## src/rtl/fp_pkg.sv

```systemverilog
// Shared constants for the floating-point adder post-add stage: default widths,
// state encoding and the bit layout of the raw mantissa sum.
package fp_pkg;

  localparam int EXP_W_DEF  = 4;
  localparam int FRAC_W_DEF = 3;

  typedef enum logic [1:0] {
    IDLE  = 2'd0,
    SHIFT = 2'd1,
    ROUND = 2'd2,
    DONE  = 2'd3
  } state_e;

  // Mantissa layout is [carry hidden fraction guard], so positions follow FRAC_W.
  function automatic int carry_bit(input int frac_w);
    return frac_w + 2;
  endfunction

  function automatic int hidden_bit(input int frac_w);
    return frac_w + 1;
  endfunction

  function automatic int exp_max(input int exp_w);
    return (1 << exp_w) - 1;
  endfunction

  localparam int EXP_MAX    = exp_max(EXP_W_DEF);
  localparam int CARRY_BIT  = carry_bit(FRAC_W_DEF);
  localparam int HIDDEN_BIT = hidden_bit(FRAC_W_DEF);
  localparam int GUARD_BIT  = 0;

endpackage

```

## src/rtl/fp_round_inc.sv

```systemverilog
// Combinational incrementer used to apply the round-half-away-from-zero increment.
module fp_round_inc #(
  parameter int W = 5
) (
  input  logic [W-1:0] a,
  output logic [W-1:0] sum,
  output logic         co
);

  assign {co, sum} = {1'b0, a} + {{W{1'b0}}, 1'b1};

endmodule

```

## src/rtl/fp_norm_round.sv

```systemverilog
// Post-add normalise and round stage: iterative shift normalisation, single-guard
// rounding to nearest (ties away), overflow/underflow flagging, valid/ready output.
module fp_norm_round
  import fp_pkg::*;
#(
  parameter int EXP_W  = EXP_W_DEF,
  parameter int FRAC_W = FRAC_W_DEF
) (
  input  logic              clk,
  input  logic              rst,
  input  logic              in_valid,
  output logic              in_ready,
  input  logic              in_sign,
  input  logic [EXP_W-1:0]  in_exp,
  input  logic [FRAC_W+2:0] in_mag,
  output logic              out_valid,
  input  logic              out_ready,
  output logic              out_sign,
  output logic [EXP_W-1:0]  out_exp,
  output logic [FRAC_W-1:0] out_frac,
  output logic              out_of,
  output logic              out_uf
);

  localparam int MAG_W = FRAC_W + 3;
  localparam int C_BIT = carry_bit(FRAC_W);
  localparam int H_BIT = hidden_bit(FRAC_W);
  localparam logic [EXP_W:0] EXP_LIM = (EXP_W+1)'(exp_max(EXP_W));
  localparam logic [EXP_W:0] EXP_ONE = (EXP_W+1)'(1);

  state_e              state_q, state_d;
  logic                sign_q, sign_d;
  logic [EXP_W:0]      exp_q, exp_d;
  logic [MAG_W-1:0]    mag_q, mag_d;
  logic                out_sign_q, out_sign_d;
  logic [EXP_W-1:0]    out_exp_q, out_exp_d;
  logic [FRAC_W-1:0]   out_frac_q, out_frac_d;
  logic                out_of_q, out_of_d;
  logic                out_uf_q, out_uf_d;

  logic [FRAC_W+1:0]   inc_sum, rnd_mant;
  logic                inc_co, rnd_carry;
  logic [EXP_W:0]      rnd_exp;
  logic [FRAC_W-1:0]   rnd_frac;
  logic [MAG_W-1:0]    shl_mag;

  fp_round_inc #(.W(FRAC_W + 2)) u_inc (
    .a   (mag_q[C_BIT:1]),
    .sum (inc_sum),
    .co  (inc_co)
  );

  always_comb begin
    rnd_mant  = mag_q[GUARD_BIT] ? inc_sum : mag_q[C_BIT:1];
    rnd_carry = rnd_mant[FRAC_W+1] | (mag_q[GUARD_BIT] & inc_co);
    rnd_exp   = rnd_carry ? exp_q + EXP_ONE : exp_q;
    // After a rounding carry the mantissa is 10...0, so the fraction comes one bit higher.
    rnd_frac  = rnd_carry ? rnd_mant[FRAC_W:1] : rnd_mant[FRAC_W-1:0];
    shl_mag   = {mag_q[MAG_W-2:0], 1'b0};
  end

  always_comb begin
    state_d    = state_q;
    sign_d     = sign_q;
    exp_d      = exp_q;
    mag_d      = mag_q;
    out_sign_d = out_sign_q;
    out_exp_d  = out_exp_q;
    out_frac_d = out_frac_q;
    out_of_d   = out_of_q;
    out_uf_d   = out_uf_q;
    case (state_q)
      IDLE: begin
        if (in_valid) begin
          sign_d = in_sign;
          exp_d  = {1'b0, in_exp};
          mag_d  = in_mag;
          if (in_mag == '0) begin
            out_sign_d = 1'b0;
            out_exp_d  = '0;
            out_frac_d = '0;
            out_of_d   = 1'b0;
            out_uf_d   = 1'b0;
            state_d    = DONE;
          end else if (in_mag[C_BIT]) begin
            mag_d   = {1'b0, in_mag[MAG_W-1:1]};
            exp_d   = {1'b0, in_exp} + EXP_ONE;
            state_d = ROUND;
          end else if (in_mag[H_BIT]) begin
            state_d = ROUND;
          end else begin
            state_d = SHIFT;
          end
        end
      end
      SHIFT: begin
        if (mag_q[H_BIT]) begin
          state_d = ROUND;
        end else if (exp_q <= EXP_ONE) begin
          out_sign_d = 1'b0;
          out_exp_d  = '0;
          out_frac_d = '0;
          out_of_d   = 1'b0;
          out_uf_d   = 1'b1;
          state_d    = DONE;
        end else begin
          mag_d   = shl_mag;
          exp_d   = exp_q - EXP_ONE;
          // Look ahead at the shifted hidden bit so each shift costs exactly one cycle.
          state_d = shl_mag[H_BIT] ? ROUND : SHIFT;
        end
      end
      ROUND: begin
        out_sign_d = sign_q;
        out_exp_d  = rnd_exp[EXP_W-1:0];
        out_frac_d = rnd_frac;
        out_of_d   = 1'b0;
        out_uf_d   = 1'b0;
        if (rnd_exp >= EXP_LIM) begin
          out_exp_d  = '1;
          out_frac_d = '0;
          out_of_d   = 1'b1;
        end
        state_d = DONE;
      end
      DONE: begin
        if (out_ready) state_d = IDLE;
      end
      default: state_d = IDLE;
    endcase
  end

  always_ff @(posedge clk) begin
    if (rst) begin
      state_q    <= IDLE;
      out_sign_q <= 1'b0;
      out_exp_q  <= '0;
      out_frac_q <= '0;
      out_of_q   <= 1'b0;
      out_uf_q   <= 1'b0;
    end else begin
      state_q    <= state_d;
      out_sign_q <= out_sign_d;
      out_exp_q  <= out_exp_d;
      out_frac_q <= out_frac_d;
      out_of_q   <= out_of_d;
      out_uf_q   <= out_uf_d;
    end
  end

  // Working operand registers are fully rewritten on every accepted beat.
  always_ff @(posedge clk) begin
    sign_q <= sign_d;
    exp_q  <= exp_d;
    mag_q  <= mag_d;
  end

  assign in_ready  = (state_q == IDLE);
  assign out_valid = (state_q == DONE);
  assign out_sign  = out_sign_q;
  assign out_exp   = out_exp_q;
  assign out_frac  = out_frac_q;
  assign out_of    = out_of_q;
  assign out_uf    = out_uf_q;

endmodule

```

## config.mk

```make
export PLATFORM = sky130hd
export DESIGN_NAME = fp_norm_round
export DESIGN_NICKNAME = d
export VERILOG_FILES = /design/src/rtl/fp_pkg.sv /design/src/rtl/fp_round_inc.sv /design/src/rtl/fp_norm_round.sv
export SDC_FILE = /design/constraint.sdc
export NUM_CORES = 1
export LEC_CHECK = 0
export BUFFER_PORTS_ARGS = -buffer_cell sky130_fd_sc_hd__buf_4
export CAP_MARGIN = 20
export CORE_ASPECT_RATIO = 1.5
export CORE_UTILIZATION = 45
export DETAILED_ROUTE_END_ITERATION = 12
export PLACE_DENSITY = 0.75
export SYNTH_ARGS = -nofsm -noshare
export SYNTH_HDL_FRONTEND = slang
export SYNTH_SLANG_ARGS = --single-unit
```

## constraint.sdc

```tcl
create_clock -name clk -period 3.4 [get_ports clk]
set_input_delay 0.68 -clock clk [delete_from_list [all_inputs] [get_ports clk]]
set_output_delay 0.68 -clock clk [all_outputs]
set_load 0.05 [all_outputs]
```

==> qor.yml, run 1 <==
grt:
  grt_max_degree: 15
  grt_usage: 0.185
  grt_first_pass_wirelength_um: 5570
  overflow: 0
  grt_pass1_vias: 1250
  antenna_found_initial: 0
status:
  outcome: "finished clean"
placed_design:
  hpwl_um: 2660
  post-place-ws_ns: 1.07
  place_congestion: 0.884
  place_inst: 240
  port_buffers: 26
timing:
  worst_slack_ns: 1.13
  relSlewSlack: 0.665
  fin_skew_ns: 0.0115
  period_share: 0.668
  period_minus_slack_ns: 2.27
  rsz0062_at_grt: "false"
  whs_ns: 0.465
  worst_slew_pin_slew_ns: 0.497
  final_max_slew_viol_count: 0
  fin_tns_setup_ns: 0
  finalHoldViolCount: 0
  timing.fmax_mhz: 440
  setup_viol: 0
detailed_routing:
  antenna_left: 0
  vias: 1389
  via_per_inst: 5.69
  drt-total-wl_um: 3410
  wl_met1_um: 1350
  routed.top_layer: "met4"
  drtPass1Iterations: 4
  wire_per_inst_um: 14.0
  wl_met3_um: 119
  wl_met2_um: 1890
  drc: 0
  first_iter_violations: 30
setup_path:
  cp_max_fo: 7
  path_class: "reg2reg"
  cp-end-kind: "flop"
  slowest_delay_ns: 0.47
  arrival_ns: 2.45
  r2r_start: "mag_q[2]"
  critPathSlowestCell: "edfxtp_1"
  reg2regPathDepth: 6
  crit_cells: 6
  cp.required_ns: 3.58
  path_buf_inv: 0
  cp_cell_sequence: "ha_1 > a41oi_2 > a2111oi_4 > xnor2_1 > o311ai_2 > a2bb2o_4"
  cp_top_family: "compound AO/OA/AOI/OAI gates"
  cp-start-kind: "flop"
  r2r_end: "out_frac[2]"
  reg2reg_slack_ns: 1.13
synth:
  synthDominantAreaCellType: "edfxtp_1"
  synth-seq-cells: 24
  synth_area_leaders: "edfxtp_1, dfxtp_1, mux2i_1, nand2_1, a21oi_1"
  seq_area_frac_synth: 0.361
  synth-async-reset-ratio: 0
  synth_commonest_cells: "nand2_1, nor2_1, a21oi_1"
  synth_ff_type: "edfxtp_1"
  synth_nets: 202
  synthMuxAreaShare: 0.0617
  synth_cells: 182
  synthAdderAreaFrac: 0.0377
  synth_area_um2: 1660
  syn_area_per_cell_um2: 9.13
  synth_cell_types: 53
  synth_xor_area_frac: 0.0580
  synth_top_cell_area_share: 0.217
  synth_edf_count: 12
  ys_warn_count: 0
  synth_compound_area_frac: 0.241
  synth_most_common_cell: "nand2_1"
  synth_top_family_by_area: "compound AO/OA/AOI/OAI gates"
  synth-simple-area-share: 0.184
cts:
  clock_sinks: 24
  cts_resized: 0
  cts_made_buffers: 3
  clkTransAtPathRegs_ns: 0.09
  cts_setup_buffers: 0
  tritoncts: "yes"
  clockBufferDepth: 2
  cts-root-buf: "clkbuf_8"
  htree_levels: 1
  ctsHoldBuffers: 0
  clock_latency_ns: 0.27
run:
  drv.max_cap_violation_count: 0
floorplanning:
  start_util: 0.477
  core_um2: 3480
  rows: 26
  pin_count: 27
  die_area_um2: 3940
  die_y_um: 76.4
  die_x_um: 51.6
hold_path:
  hp-class: "reg2reg"
  hold_depth: 2
  min_from: "out_exp[3]"
  min_to: "out_exp[3]"
finish:
  diodes: 0
  layout.nets: 223
  fin_cells: 244
  drive_gt1_frac: 0.213
  area_delta_synth_final_pct: 15.1
pwr:
  ir_worst_vdd_v: 0.000335
  power_density_nw_per_um2: 461
  p_leak_nw: 0.757
==> state kept, by name, summed over array words and instances, names as in the netlist <==
register and cells:
sign_q 1, exp_q 5, out_sign 1, out_frac 3, mag_q 6, out_uf 1, state_q 2, out_of 1
out_exp 4
==> cell type report <==
cell class | count | area, um^2
multi-input combinational | 142 | 972
tap | 42 | 52.6
clock buffer | 4 | 66.3
timing repair buffer | 27 | 203
inverter | 5 | 18.8
fill | 313 | 1570
sequential | 24 | 601
==> tightest hold or removal path, cell delays in order, from the launching register on <==
cell and delay (ns):
dfxtp_1 0.32, nand2_1 0.05, a21oi_1 0.05
==> how the worst max path moves through the flow <==
stage | from | to
global placement | in_mag[3] | out_frac[2]
CTS | mag_q[1] | out_frac[2]
floorplan | state_q[1] | exp_q[0]
detailed placement | in_mag[3] | out_frac[2]
global route | mag_q[1] | out_frac[2]
finish | mag_q[2] | out_frac[2]
==> stage by stage <==
step | power [mW] | utilization | instance area (um^2)
floorplan | 0.594 | - | 1660
finish | 0.881 | 0.550 | 1910
detailed placement | 0.664 | 0.531 | 1850
CTS | 0.884 | 0.550 | 1910
global placement | 0.658 | 0.531 | 1850
global route | 0.923 | 0.550 | 1910
==> report_power, final <==
| part | total (mW) | internal [mW] | switching (mW) |
|---|---|---|---|
| Clock | 0.223 | 0.128 | 0.0948 |
| Combinational | 0.274 | 0.111 | 0.162 |
| Sequential | 0.385 | 0.341 | 0.0442 |
| Total | 0.881 | 0.580 | 0.301 |
==> metal layers <==
metal,track usage,up-vias
met5,0,-
met4,0.0595,0
met3,0.0279,5
met2,0.349,32
met1,0.199,653
li1,-,699
==> placed cells by master, fill, tap and decap left out, types with 3 or more instances in the layout <==
master,Yosys,routed
o21ai_0,9,9
xor2_1,4,4
xnor2_1,7,7
nand2b_1,4,4
dfxtp_1,12,12
nand3_1,4,4
buf_4,1,27
a21oi_1,13,13
ha_1,5,5
mux2i_1,8,8
nor3_1,4,4
nand4_1,3,3
nand2_1,21,21
edfxtp_1,12,12
nor2b_1,5,5
nor2_1,16,16
clkbuf_8,1,3
inv_1,5,5
==> cell families after synthesis <==
group | count (synthesis)
compound gates | 51
xor+xnor | 11
fa+ha+maj | 5
buf+inv | 16
flops | 24
mux | 10
other cells | 1
simple gates | 64
Power figures use the tool's default switching activity.
==> inputs of run 2 (changes only) <==
Clock period 3.4 ns to 2.13 ns, I/O delays scaled along.
==> qor.yml, run 2 (synthesis results as in run 1) <==
timing:
  worst_slew_pin_slew_ns: 0.496
  setup_viol: 0
  relSlewSlack: 0.668
  timing.fmax_mhz: 484
  rsz0062_at_grt: "true"
  final_max_slew_viol_count: 0
  period_share: 0.969
  fin_skew_ns: 0.0107
  fin_tns_setup_ns: 0
  period_minus_slack_ns: 2.06
  finalHoldViolCount: 0
  whs_ns: 0.327
finish:
  mostFrequentLayoutCell: "buf_4"
  area_delta_synth_final_pct: 22.8
  drive_gt1_frac: 0.276
  largest_reg_flops: 6
  regMostFlops: "mag_q"
  layout.nets: 235
  fin_util: 0.586
  final_cell_area_um2: 2040
  diodes: 0
  final_cell_mix: "buf_4, nand2_1, nor2_1"
  fillCellCount: 310
setup_path:
  crit_start: "mag_q[2]"
  cp_top_family: "compound AO/OA/AOI/OAI gates"
  cp_cell_sequence: "ha_4 > and4_4 > a2111oi_4 > xnor2_2 > o311ai_4 > a2bb2o_4"
  r2r_start: "mag_q[2]"
  crit_cells: 6
  cp-start-kind: "flop"
  cp_max_fo: 7
  slowest_delay_ns: 0.44
  path_class: "reg2reg"
  cp.required_ns: 2.30
  critPathSlowestCell: "edfxtp_1"
  cp-end-kind: "flop"
  path_buf_inv: 0
  arrival_ns: 2.24
  reg2regPathDepth: 6
detailed_routing:
  drt-total-wl_um: 3490
  drc: 0
  drtPass1Iterations: 4
  vias: 1420
  first_iter_violations: 38
  antenna_left: 0
  via_per_inst: 5.55
  wire_per_inst_um: 13.6
grt:
  overflow: 0
  grt_usage: 0.194
  grt_max_degree: 15
  antenna_found_initial: 0
  grt_first_pass_wirelength_um: 5860
  grt_pass1_vias: 1333
run:
  drv.max_cap_violation_count: 0
cts:
  cts-root-buf: "clkbuf_8"
  clock_sinks: 24
  cts_made_buffers: 3
  clock_latency_ns: 0.27
  clkTransAtPathRegs_ns: 0.09
  ctsHoldBuffers: 0
  htree_levels: 1
  clockBufferDepth: 2
  tritoncts: "yes"
pwr:
  power_density_nw_per_um2: 710
  p_leak_nw: 0.824
  ir_worst_vdd_v: 0.000452
  power_mw: 1.45
hold_path:
  hold_depth: 1
  min_from: "in_sign"
  hp-class: "in2reg"
floorplanning:
  die_area_um2: 3940
  die_y_um: 76.4
  core_um2: 3480
  pin_count: 27
  start_util: 0.477
  rows: 26
  die_x_um: 51.6
placed_design:
  port_buffers: 26
  hpwl_um: 2740
  place_congestion: 0.884
  dpl_cell_area_um2: 1930
status:
  outcome: "finished clean"
run 2: cell count changes in the layout (fill, tap and decap cells not counted):
cell,delta
nor2_2,+1
o311ai_2,-1
ha_4,+1
o311ai_4,+1
buf_4,+12
xnor2_2,+1
a211oi_2,+1
nor2_1,-1
a211oi_1,-1
xnor2_1,-1
ha_1,-1
run 2: path summary, 6_finish.rpt:
check	slack, ns	end
max	0.07	out_frac[2]
max reg2reg	0.07	out_frac[2]
min reg2reg	0.46	out_exp[3]
min	0.33	sign_q
run 2: power by group:
group	switching, mW	internal, mW
registers	0.0480	0.543
logic	0.297	0.213
clock network	0.144	0.204
run 2: through the flow:
step	setup WS (ns)	instances
2_1_floorplan	0.0140	182
3_3_place_gp	0.118	251
3_5_place_dp	0.0530	251
4_1_cts	0.0480	255
5_1_grt	-0.0211	256
6_report	0.0659	256
run 2: timing repair:
| action | in CTS | in global routing |
|---|---|---|
| setup buffers | 0 | 1 |
| hold endpoints to repair | 0 | 0 |
| gates resized for setup | 0 | 4 |
| setup endpoints to repair | 0 | 5 |
run 2: routing by layer:
layer / GRT usage / up-vias / wire length (um)
met3: 0.0279 / 8 / 94
met2: 0.345 / 33 / 1880
met4: 0.0892 / 0 / 74
li1: - / 729 / -
met5: 0 / - / 0
met1: 0.216 / 650 / 1450
run 2: area by class of cell:
| type | instances | area [um^2] | area share |
|---|---|---|---|
| multi-input combinational | 142 | 1010 | 0.495 |
| sequential | 24 | 601 | 0.294 |
| timing repair buffer | 39 | 293 | 0.143 |
| clock buffer | 4 | 66.3 | 0.0325 |
| tap | 42 | 52.6 | 0.0258 |
| inverter | 5 | 18.8 | 0.00920 |
==> inputs of run 3 (changes only) <==
Settings changed: BUFFER_PORTS_ARGS -buffer_cell sky130_fd_sc_hd__buf_4 to default, DONT_BUFFER_PORTS from default to 1, PLACE_DENSITY 0.75 to 0.69, REMOVE_ABC_BUFFERS from default to 1.
Clock period 2.13 ns to 2.6 ns, I/O delays scaled along.
==> qor.yml, run 3 (synthesis results as in run 1) <==
timing:
  worst_slew_pin_slew_ns: 0.534
  fin_skew_ns: 0.00387
  worst_slack_ns: 0.286
  timing.fmax_mhz: 432
  relSlewSlack: 0.644
  period_minus_slack_ns: 2.31
  rsz0062_at_grt: "false"
  period_share: 0.890
  fin_tns_setup_ns: 0
  final_max_slew_viol_count: 0
  setup_viol: 0
  whs_ns: 0.309
  finalHoldViolCount: 0
finish:
  drive_gt1_frac: 0.102
  final_cell_area_um2: 1710
  fin_util: 0.492
  mostFrequentLayoutCell: "nand2_1"
  area_delta_synth_final_pct: 3.16
  final_cell_mix: "nand2_1, nor2_1, a21oi_1"
  fillCellCount: 329
  diodes: 0
  regMostFlops: "mag_q"
  largest_reg_flops: 6
  layout.nets: 198
placed_design:
  dpl_cell_area_um2: 1660
  place_congestion: 0.955
  post-place-ws_ns: 0.315
  hpwl_um: 2620
  port_buffers: 0
grt:
  overflow: 0
  grt_usage: 0.180
  grt_max_degree: 15
  grt_pass1_vias: 1242
  grt_first_pass_wirelength_um: 5460
  antenna_found_initial: 0
cts:
  clock_latency_ns: 0.26
  htree_levels: 1
  cts-root-buf: "clkbuf_8"
  tritoncts: "yes"
  cts_made_buffers: 3
  clkTransAtPathRegs_ns: 0.08
  ctsHoldBuffers: 0
  cts_setup_buffers: 0
  clockBufferDepth: 2
  cts_resized: 0
  clock_sinks: 24
floorplanning:
  rows: 26
  die_y_um: 76.4
  start_util: 0.477
  pin_count: 27
  die_x_um: 51.6
  die_area_um2: 3940
  core_um2: 3480
setup_path:
  arrival_ns: 2.48
  critPathSlowestCell: "edfxtp_1"
  cp-end-kind: "flop"
  path_class: "reg2reg"
  cp-start-kind: "flop"
  cp_top_family: "compound AO/OA/AOI/OAI gates"
  slowest_delay_ns: 0.50
  cp_max_fo: 7
  reg2reg_slack_ns: 0.29
  cp.required_ns: 2.76
  cp_cell_sequence: "ha_1 > and4_4 > a41oi_1 > nand3_1 > o311ai_2 > a2bb2o_4"
  path_buf_inv: 0
pwr:
  ir_worst_vdd_v: 0.000442
  power_frac_seq: 0.522
  p_leak_nw: 0.626
  combPwrFrac: 0.243
  power_density_nw_per_um2: 622
  power_frac_clock: 0.235
  switching_share: 0.349
  p_switching_uw: 372
  p_int_uw: 694
detailed_routing:
  drtPass1Iterations: 5
  drt-total-wl_um: 3430
  via_per_inst: 5.99
  first_iter_violations: 31
  drc: 0
  antenna_left: 0
  wire_per_inst_um: 15.6
  vias: 1311
hold_path:
  hp-class: "in2reg"
status:
  outcome: "finished clean"
run:
  drv.max_cap_violation_count: 0
## run 3: changes by cell type in the layout (fill, tap and decap cells not counted), sizes merged
cell	delta
buf	-37
## run 3: path summary, 6_finish.rpt
kind | cells past startpoint | from | to
setup reg to reg | 6 | mag_q[1] | out_frac[2]
hold reg to reg | 2 | sign_q | out_sign
hold / removal | 1 | rst | out_of
setup / recovery | 6 | mag_q[1] | out_frac[2]
## run 3: area by class of cell
cell class | count | area (um^2) | share of cell area
timing repair buffer | 2 | 15.0 | 0.00876
clock buffer | 4 | 55.1 | 0.0321
inverter | 5 | 18.8 | 0.0109
multi-input combinational | 142 | 972 | 0.567
sequential | 24 | 601 | 0.350
tap | 42 | 52.6 | 0.0307
## run 3: through the flow
step	power, mW	cells
CTS	1.07	219
global route	1.12	219
global placement	0.808	215
finish	1.07	219
detailed placement	0.821	215
floorplan	0.757	171
## run 3: power by group through the flow
stage	logic, mW	registers (mW)	clock network, mW
after global placement	0.248	0.560	0
final	0.260	0.556	0.250
after global routing	0.287	0.563	0.267
after detailed placement	0.257	0.564	0
after floorplan	0.210	0.547	0
after CTS	0.258	0.555	0.257
## run 3: worst reg2reg max path, stage by stage (launching register included)
cell	delay [ns]
edfxtp_1	0.50
ha_1	0.34
and4_4	0.26
a41oi_1	0.25
nand3_1	0.19
o311ai_2	0.43
a2bb2o_4	0.24
## run 3: metal layers
| layer | wire length [um] | share of wire | vias to the layer above | GRT usage |
|---|---|---|---|---|
| li1 | - | - | 652 | - |
| met2 | 1790 | 0.52 | 32 | 0.321 |
| met3 | 103 | 0.030 | 6 | 0.0259 |
| met5 | 0 | 0 | - | 0 |
| met1 | 1480 | 0.43 | 621 | 0.210 |
| met4 | 48 | 0.014 | 0 | 0.0595 |
